`src/rtl/sipo_pkg.sv`:
```
// Shared types and sizing helpers for the SIPO deserializer.
package sipo_pkg;

    // Receive FSM: waiting for a frame start, or collecting the remaining bits
    typedef enum logic {
        IDLE  = 1'b0,
        SHIFT = 1'b1
    } sipo_state_e;

    // Bit counter width; a one-bit counter is the floor so tiny words still elaborate
    function automatic int cnt_width(input int width);
        return (width <= 2) ? 1 : $clog2(width);
    endfunction

endpackage

```
`src/rtl/sipo_hold_slot.sv`:
```
// One-entry valid/ready holding register for assembled words.
module sipo_hold_slot #(
    parameter int WIDTH = 4
) (
    input  logic             clk,
    input  logic             rst,
    input  logic             load,
    input  logic [WIDTH-1:0] load_data,
    input  logic             ready,
    output logic [WIDTH-1:0] data,
    output logic             valid,
    output logic             accept
);

    // The slot can take a new word when empty or when its current word leaves this cycle
    assign accept = !valid || ready;

    // Load wins over drain so back-to-back words keep valid high; otherwise a transfer empties the slot
    always_ff @(posedge clk or posedge rst) begin
        if (rst) begin
            data  <= '0;
            valid <= 1'b0;
        end else if (load && accept) begin
            data  <= load_data;
            valid <= 1'b1;
        end else if (valid && ready) begin
            valid <= 1'b0;
        end
    end

endmodule

```
`src/rtl/sipo_deser.sv`:
```
// Serial-in/parallel-out deserializer: frames WIDTH qualified bits after a sync
// pulse and hands each word to a valid/ready consumer through a holding slot.
module sipo_deser
    import sipo_pkg::*;
#(
    parameter int WIDTH     = 4,
    parameter bit MSB_FIRST = 1'b1
) (
    input  logic             clk,
    input  logic             rst,
    input  logic             ser_valid,
    input  logic             ser_in,
    input  logic             sync,
    output logic [WIDTH-1:0] data_out,
    output logic             out_valid,
    input  logic             out_ready,
    output logic             busy,
    output logic             overrun,
    output logic             frame_err,
    input  logic             clr_err
);

    localparam int CW = cnt_width(WIDTH);
    localparam logic [CW-1:0] LAST_CNT = CW'(WIDTH - 1);

    if (WIDTH < 2) begin : g_width_check
        $error("sipo_deser: WIDTH must be at least 2");
    end

    sipo_state_e      state;
    logic [CW-1:0]    cnt;
    logic [WIDTH-2:0] part;
    logic [WIDTH-2:0] base;
    logic [WIDTH-2:0] next_part;
    logic [WIDTH-1:0] full;
    logic [WIDTH-1:0] word_q;
    logic             done_q;
    logic             restart;
    logic             slot_accept;

    // A sync bit (or any frame start from IDLE) begins from an empty partial word
    assign restart = (state == IDLE) || sync;

    // Merge the incoming bit into the partial word in the configured direction
    always_comb begin
        base      = restart ? '0 : part;
        full      = '0;
        next_part = '0;
        if (MSB_FIRST) begin
            full      = {base, ser_in};
            next_part = full[WIDTH-2:0];
        end else begin
            full      = {ser_in, base};
            next_part = full[WIDTH-1:1];
        end
    end

    // Frame FSM, bit counter and partial word; a completed word is staged one cycle before the slot
    always_ff @(posedge clk or posedge rst) begin
        if (rst) begin
            state     <= IDLE;
            cnt       <= '0;
            part      <= '0;
            word_q    <= '0;
            done_q    <= 1'b0;
            frame_err <= 1'b0;
        end else begin
            done_q    <= 1'b0;
            frame_err <= 1'b0;
            case (state)
                IDLE: begin
                    if (ser_valid && sync) begin
                        part  <= next_part;
                        cnt   <= CW'(1);
                        state <= SHIFT;
                    end
                end
                SHIFT: begin
                    if (ser_valid) begin
                        if (sync) begin
                            part      <= next_part;
                            cnt       <= CW'(1);
                            frame_err <= 1'b1;
                        end else if (cnt == LAST_CNT) begin
                            word_q <= full;
                            done_q <= 1'b1;
                            part   <= '0;
                            cnt    <= '0;
                            state  <= IDLE;
                        end else begin
                            part <= next_part;
                            cnt  <= cnt + CW'(1);
                        end
                    end
                end
                default: begin
                    state <= IDLE;
                    cnt   <= '0;
                end
            endcase
        end
    end

    assign busy = (state == SHIFT);

    // Sticky overrun when a staged word finds the slot full and not draining; clear has priority
    always_ff @(posedge clk or posedge rst) begin
        if (rst) begin
            overrun <= 1'b0;
        end else if (clr_err) begin
            overrun <= 1'b0;
        end else if (done_q && !slot_accept) begin
            overrun <= 1'b1;
        end
    end

    sipo_hold_slot #(
        .WIDTH(WIDTH)
    ) u_slot (
        .clk       (clk),
        .rst       (rst),
        .load      (done_q),
        .load_data (word_q),
        .ready     (out_ready),
        .data      (data_out),
        .valid     (out_valid),
        .accept    (slot_accept)
    );

endmodule

```
`config.mk`:
```
export PLATFORM = sky130hd
export DESIGN_NAME = sipo_deser
export DESIGN_NICKNAME = d
export VERILOG_FILES = /design/src/rtl/sipo_pkg.sv /design/src/rtl/sipo_hold_slot.sv /design/src/rtl/sipo_deser.sv
export SDC_FILE = /design/constraint.sdc
export NUM_CORES = 1
export LEC_CHECK = 0
export BUFFER_PORTS_ARGS = -buffer_cell sky130_fd_sc_hd__buf_2
export CELL_PAD_IN_SITES_DETAIL_PLACEMENT = 0
export CELL_PAD_IN_SITES_GLOBAL_PLACEMENT = 1
export CORE_UTILIZATION = 41
export DETAILED_ROUTE_END_ITERATION = 7
export GPL_ROUTABILITY_DRIVEN = 0
export HOLD_SLACK_MARGIN = 0.03
export PLACE_DENSITY = 0.82
export SLEW_MARGIN = 10
export SYNTH_ARGS = -nofsm -noshare
export SYNTH_HDL_FRONTEND = slang
export SYNTH_SLANG_ARGS = --single-unit
```
`constraint.sdc`:
```
create_clock -name clk -period 1.7 [get_ports clk]
set_clock_uncertainty 0.15 [all_clocks]
set_input_delay 0.17 -clock clk [delete_from_list [all_inputs] [get_ports clk]]
set_output_delay 0.17 -clock clk [all_outputs]
set_load 0.005 [all_outputs]
```
# Word-level counts from Yosys, hierarchy flattened
# Cells that the tools add are included.
[word_totals] regBits=18 inputBits=7 out_inout_bits=8 wordCells=54
[classes] n_addsub=1 eq_ne=3 muxes=27 bitwise_logic=2 n_reduce_logical=12
[op_table] op="1-bit 2-to-1 mux" count=15
[op_table] op="3-bit 2-to-1 mux" count=5
[op_table] op="2-bit 2-to-1 mux" count=4
[op_table] op="3-bit one-hot mux with 2 select lines" count=1
[op_table] op="1-bit logical AND" count=4
[op_table] op="2-bit one-hot mux with 2 select lines" count=1
[op_table] op="4-bit AND reduction" count=1
[op_table] op="2-bit nonzero test" count=2
[op_table] op="2-bit by 1-bit adder with 2-bit output (second input constant)" count=1
[op_table] op="2-bit == test (second input constant)" count=1
[op_table] op="1-bit zero test" count=2
[op_table] op="1-bit logical OR" count=2
[op_table] op="2-bit by 1-bit != test with 1-bit output (second input constant)" count=1
[op_table] op="2-bit != test (second input constant)" count=1
[op_table] op="1-bit inverter" count=2
[op_table] op="1-bit one-hot mux with 2 select lines" count=1
[op_table] op="2-bit AND reduction" count=1

# Logic depth before layout (Yosys ltp)
[depth] depth_word=7 mapped_depth=4

# Cells and area by module
# Synthesis repeated with hierarchy kept, for this count alone.
[hier_totals] hier_cells=61 area_unflattened_um2=809.5
[modules_own_cells] module="sipo_deser" n_inst=1 cells_each=48 area_per_inst_um2=588.1 seq_area_each_um2=325.3
[modules_own_cells] module="sipo_hold_slot" n_inst=1 cells_each=13 area_per_inst_um2=221.5 seq_area_each_um2=125.1

# Worst setup path after synthesis
# OpenSTA, ideal clock, no wires.
[synth_path] kind="reg2reg" start="register cnt[0]" end="register word_q[0]" arrival_time_ps=1069 required_time_ps=1425 slack_ps=356 path_stages_with_launch=4 path_buffers=0 path_cell_list="dfrtp_1 -> ha_1 -> nand4b_4 -> mux2_4"
[synth_via] elab_chain_len=2
[synth_lines] item="start: declaration" line="sipo_deser.sv:31" text="logic [CW-1:0] cnt;"
[synth_lines] item="start signal: assignment" line="sipo_deser.sv:92" text="cnt <= cnt + CW'(1);"
[synth_lines] item="2-bit == test" line="sipo_deser.sv:84" text="end else if (cnt == LAST_CNT) begin"
[synth_lines] item="4-bit AND reduction (no line)"
[synth_lines] item="end signal: assignment" line="sipo_deser.sv:85" text="word_q <= full;"
[synth_lines] item="end: declaration" line="sipo_deser.sv:36" text="logic [WIDTH-1:0] word_q;"
# Every way passes these cells.
# A chain may end at the register's enable or synchronous reset.

# Worst setup path after layout
[layout_path] start="input port out_ready" end="register u_slot.data[3]"
[layout_via] elab_chain_len=2
[layout_lines] item="start: declaration" line="sipo_deser.sv:16" text="input logic out_ready,"
[layout_lines] item="1-bit logical OR" line="sipo_hold_slot.sv:16" text="assign accept = !valid || ready;"
[layout_lines] item="1-bit logical AND" line="sipo_hold_slot.sv:23" text="end else if (load && accept) begin"
[layout_lines] item="end signal: assignment" line="sipo_hold_slot.sv:24" text="data <= load_data;"
[layout_lines] item="end: declaration" line="sipo_hold_slot.sv:10" text="output logic [WIDTH-1:0] data,"
# Every way passes these cells.

==> metrics.txt <==
# TYPE chip_impl_metric gauge
chip_impl_metric{name="setup_slack",unit="ns"} 0.265
chip_impl_metric{name="antenna-diode-count",unit=""} 0
chip_impl_metric{name="worstSkewPairLatency",unit="ns"} 0.30
chip_impl_metric{name="drt-wirelength-per-cell",unit="um"} 10.8
chip_impl_metric{name="yosysSeqAreaShare",unit="%"} 58.1
chip_impl_metric{name="post_cts.resized_instances",unit=""} 0
chip_impl_metric{name="port_buffers",unit=""} 14
chip_impl_metric{name="register_area",unit="um^2"} 450
chip_impl_metric{name="post_synth_instance_area",unit="um^2"} 776
chip_impl_metric{name="yosysWarningCount",unit=""} 0
chip_impl_metric{name="vias",unit=""} 497
chip_impl_metric{name="die-area",unit="um^2"} 2070
chip_impl_metric{name="power_frac_seq",unit="%"} 52.3
chip_impl_metric{name="critPathMaxStageDelay",unit="ns"} 0.53
chip_impl_metric{name="post-route-period-util",unit="%"} 84.4
chip_impl_metric{name="maximum_operating_frequency",unit="MHz"} 697
chip_impl_metric{name="place_hpwl",unit="um"} 833
chip_impl_metric{name="final_number_of_setup_violating_endpoints",unit=""} 0
chip_impl_metric{name="ctsHoldBuffers",unit=""} 5
chip_impl_metric{name="final_antenna_net_count",unit=""} 0
chip_impl_info{name="timing.hold.worst_endpoint",value="cnt[0]$_DFFE_PP0P_"} 1
chip_impl_metric{name="comb_power_share",unit="%"} 26.6
chip_impl_metric{name="power.ir.vdd_worst",unit="mV"} 0.871
chip_impl_metric{name="post_synth.cell_area_avg",unit="um^2"} 12.9
chip_impl_info{name="cts_tree",value="yes"} 1
chip_impl_metric{name="ys_ff_latch",unit=""} 18
chip_impl_metric{name="detailedPlace.worstSlack",unit="ns"} 0.283
chip_impl_info{name="cp_cell_sequence",value="dlygate4sd3_1 -> buf_2 -> nand2b_1 -> nand2_1 -> mux2_2"} 1
chip_impl_metric{name="worst-slew-pin-transition",unit="ns"} 0.648
chip_impl_metric{name="clock-sinks",unit=""} 18
chip_impl_metric{name="htree_num_levels",unit=""} 1
chip_impl_metric{name="setup-tns-final",unit="ns"} 0
chip_impl_metric{name="routed_via_density",unit=""} 4.69
chip_impl_info{name="ys_top_cells_by_area",value="sky130_fd_sc_hd__dfrtp_1 (58%), sky130_fd_sc_hd__mux2_4 (7.7%), sky130_fd_sc_hd__mux2_2 (5.8%)"} 1
chip_impl_metric{name="clock_power_share",unit="%"} 21.1
chip_impl_metric{name="clk_pin_slew_worst_paths",unit="ns"} 0.10
chip_impl_metric{name="area_fraction_in_compound_gates_after_synthesis",unit="%"} 8.55
chip_impl_metric{name="setup_fix_buffers_added_after_clock_tree_synthesis",unit=""} 0
chip_impl_metric{name="grt_start_max_net_pins",unit=""} 19
chip_impl_metric{name="synth_top_area_share",unit="%"} 58.1
chip_impl_metric{name="total_switching_power",unit="mW"} 0.355
chip_impl_metric{name="placeableCoreArea",unit="um^2"} 1750
chip_impl_info{name="worst_path_dominant_cell_family",value="buffers and inverters"} 1
chip_impl_metric{name="required",unit="ns"} 1.74
chip_impl_metric{name="drt_first_iter_violations",unit=""} 4
chip_impl_metric{name="synth_xor_area_share",unit="%"} 0
chip_impl_metric{name="drv.max_cap_violation_count",unit=""} 0
chip_impl_metric{name="yosys.area_share.adder",unit="%"} 3.23
chip_impl_info{name="regToRegStartpoint",value="cnt[0]$_DFFE_PP0P_"} 1
chip_impl_metric{name="power.switching_fraction",unit="%"} 28.6
chip_impl_metric{name="synthCells",unit=""} 60
chip_impl_metric{name="total_leakage_power",unit="nW"} 0.507
chip_impl_metric{name="crit_path_max_fo",unit=""} 4
chip_impl_metric{name="totalWireLength",unit="um"} 1150
chip_impl_metric{name="hold-path-cell-count",unit=""} 3
chip_impl_metric{name="grt_antenna_before_repair",unit=""} 0
chip_impl_metric{name="groute.usage.overall",unit="%"} 14.2
chip_impl_metric{name="synth_fp_nets",unit=""} 69
chip_impl_metric{name="fp.dieW",unit="um"} 45.5
chip_impl_info{name="run_status",value="complete, no violations"} 1
chip_impl_metric{name="cellInternalPower",unit="mW"} 0.885
chip_impl_metric{name="final.fill_count",unit=""} 164
chip_impl_info{name="worstSetupEndpointType",value="flop"} 1
chip_impl_info{name="worstSetupPathType",value="primary input to flop"} 1
chip_impl_metric{name="grt-ovfl-total",unit=""} 0
chip_impl_metric{name="start_util",unit="%"} 44.4
chip_impl_metric{name="drcViolationCount",unit=""} 0
chip_impl_metric{name="fraction_of_layout_instances_using_a_drive_strength_above_1",unit="%"} 34.6
chip_impl_metric{name="finalPower",unit="mW"} 1.24
chip_impl_info{name="timing.critical_path.from_type",value="primary input"} 1
chip_impl_metric{name="muxShareOfSynthArea",unit="%"} 13.5
chip_impl_metric{name="fin_cells",unit=""} 106
chip_impl_info{name="critical_path.reg2reg.endpoint",value="word_q[2]$_DFFE_PP0P_"} 1
chip_impl_info{name="hold_path_startpoint",value="ser_valid"} 1
chip_impl_info{name="cts_root_buf",value="sky130_fd_sc_hd__clkbuf_4"} 1
chip_impl_info{name="layout_commonest_cell",value="sky130_fd_sc_hd__dfrtp_1"} 1
chip_impl_info{name="synth_largest_area_cell",value="sky130_fd_sc_hd__dfrtp_1"} 1
chip_impl_metric{name="timing.final.hold_violations",unit=""} 0
chip_impl_metric{name="first_pass_iters",unit=""} 4
chip_impl_metric{name="wire_length_of_the_first_global_routing_pass",unit="um"} 2020
chip_impl_metric{name="timing.final.crit_period",unit="ns"} 1.43
chip_impl_metric{name="reg2reg_depth",unit=""} 3
chip_impl_info{name="cpMaxStageDelayCell",value="sky130_fd_sc_hd__dlygate4sd3_1"} 1
chip_impl_metric{name="rrSetupSlack",unit="ns"} 0.27
chip_impl_info{name="rsz_0062_raised_after_global_routing",value="no"} 1
chip_impl_info{name="min_path_type",value="primary input to flop"} 1
chip_impl_metric{name="dpl.cell_count",unit=""} 97
chip_impl_metric{name="synth.lib_cells_used.distinct",unit=""} 21
chip_impl_info{name="critical_path.startpoint",value="out_ready"} 1
chip_impl_metric{name="multiInputGateArea",unit="um^2"} 288
chip_impl_info{name="final_cell_mix",value="sky130_fd_sc_hd__dfrtp_1 (18), sky130_fd_sc_hd__buf_2 (14), sky130_fd_sc_hd__nand2_1 (7)"} 1
chip_impl_metric{name="timing.slew.headroom",unit="%"} 56.8
chip_impl_metric{name="boundaryPins",unit=""} 15
chip_impl_metric{name="clock_path_buffers",unit=""} 2
chip_impl_metric{name="power_density_of_the_placed_cells",unit="nW/um^2"} 1310
chip_impl_info{name="combinational_family_with_the_most_area_after_synthesis",value="multiplexers"} 1
chip_impl_metric{name="grt_pass1_vias",unit=""} 472
chip_impl_metric{name="rows",unit=""} 15
chip_impl_metric{name="die_height",unit="um"} 45.5
chip_impl_metric{name="area_delta_synth_final",unit="%"} 21.8
chip_impl_metric{name="report.final.slew_viol_count",unit=""} 0
chip_impl_metric{name="timing.critical_path.buf_inv",unit=""} 2
chip_impl_metric{name="cts-buffers-inserted",unit=""} 3
chip_impl_metric{name="data_arrival_at_the_endpoint_of_the_critical_path",unit="ns"} 1.47
chip_impl_metric{name="final_net_count",unit=""} 91
chip_impl_metric{name="synth_simple_gate_area_share",unit="%"} 11.8
## power groups by stage
stage / combinational (mW) / clock (mW) / sequential (mW)
after floorplan: 0.262 / 0 / 0.628
after global placement: 0.317 / 0 / 0.656
after detailed placement: 0.326 / 0 / 0.662
after CTS: 0.336 / 0.272 / 0.653
after global routing: 0.376 / 0.285 / 0.673
final: 0.330 / 0.261 / 0.649
## sequential cells by signal, summed over array words and instances, names as in the netlist
register	cells
u_slot.valid	1
word_q	4
u_slot.data	4
overrun	1
part	3
frame_err	1
busy	1
done_q	1
cnt	2
## cells by family after synthesis
kind of cell | Yosys count
adders and majority gates | 2
muxes | 8
and+or+nand+nor | 15
AOI/OAI and AO/OA | 10
DFF | 18
buffers and inverters | 7
## metrics by stage
step,hold slack (ns),instance area [um^2],util (%)
2_1_floorplan,-0.0414,776,-
3_3_place_gp,0.146,858,49.2
3_5_place_dp,0.147,858,49.2
4_1_cts,0.0535,945,54.1
5_1_grt,0.0803,945,54.1
6_report,0.0628,945,54.1
## layout make-up
cell class	count	area share, %
sequential	18	47.7
clock buffer	4	3.84
tap	25	3.31
multi-input combinational	35	30.5
inverter	5	1.99
timing repair buffer	19	12.7
## worst register-to-register path, delay by kind of cell (launching register included)
kind	cells	cell delay, ns
adder cells (fa/ha/maj)	1	0.26
AND/OR/NAND/NOR	1	0.17
flip-flops	1	0.41
multiplexers	1	0.33
## worst max-delay path by stage
stage | end | cells past startpoint
after floorplan | word_q[0]$_DFFE_PP0P_ | 3
after global placement | word_q[3]$_DFFE_PP0P_ | 3
after detailed placement | word_q[0]$_DFFE_PP0P_ | 3
after CTS | word_q[2]$_DFFE_PP0P_ | 3
after global routing | u_slot.data[2]$_DFFE_PP0P_ | 5
final | u_slot.data[3]$_DFFE_PP0P_ | 5
## cell usage after synthesis
cell and instances:
sky130_fd_sc_hd__a22o_1 3, sky130_fd_sc_hd__o21a_1 1, sky130_fd_sc_hd__nand2_1 7, sky130_fd_sc_hd__a21oi_1 1, sky130_fd_sc_hd__mux2_2 4, sky130_fd_sc_hd__nor3b_1 1, sky130_fd_sc_hd__and3_2 1, sky130_fd_sc_hd__nand3_1 1
sky130_fd_sc_hd__nand4b_4 1, sky130_fd_sc_hd__nor3_1 1, sky130_fd_sc_hd__buf_4 1, sky130_fd_sc_hd__nor2_1 1, sky130_fd_sc_hd__o21ai_0 3, sky130_fd_sc_hd__a31oi_1 1, sky130_fd_sc_hd__ha_1 2, sky130_fd_sc_hd__nand2b_1 2
sky130_fd_sc_hd__inv_1 5, sky130_fd_sc_hd__dfrtp_1 18, sky130_fd_sc_hd__buf_6 1, sky130_fd_sc_hd__mux2_4 4, sky130_fd_sc_hd__o22ai_1 1
## routing by layer
layer | share of wire [%] | vias to the layer above | global-route usage, %
li1 | - | 248 | -
met4 | 1.2 | 0 | 5.45
met3 | 5.9 | 2 | 5.95
met5 | 0 | - | 0
met1 | 46 | 233 | 16.2
met2 | 47 | 14 | 23.4
Power figures use the tool's default switching activity.
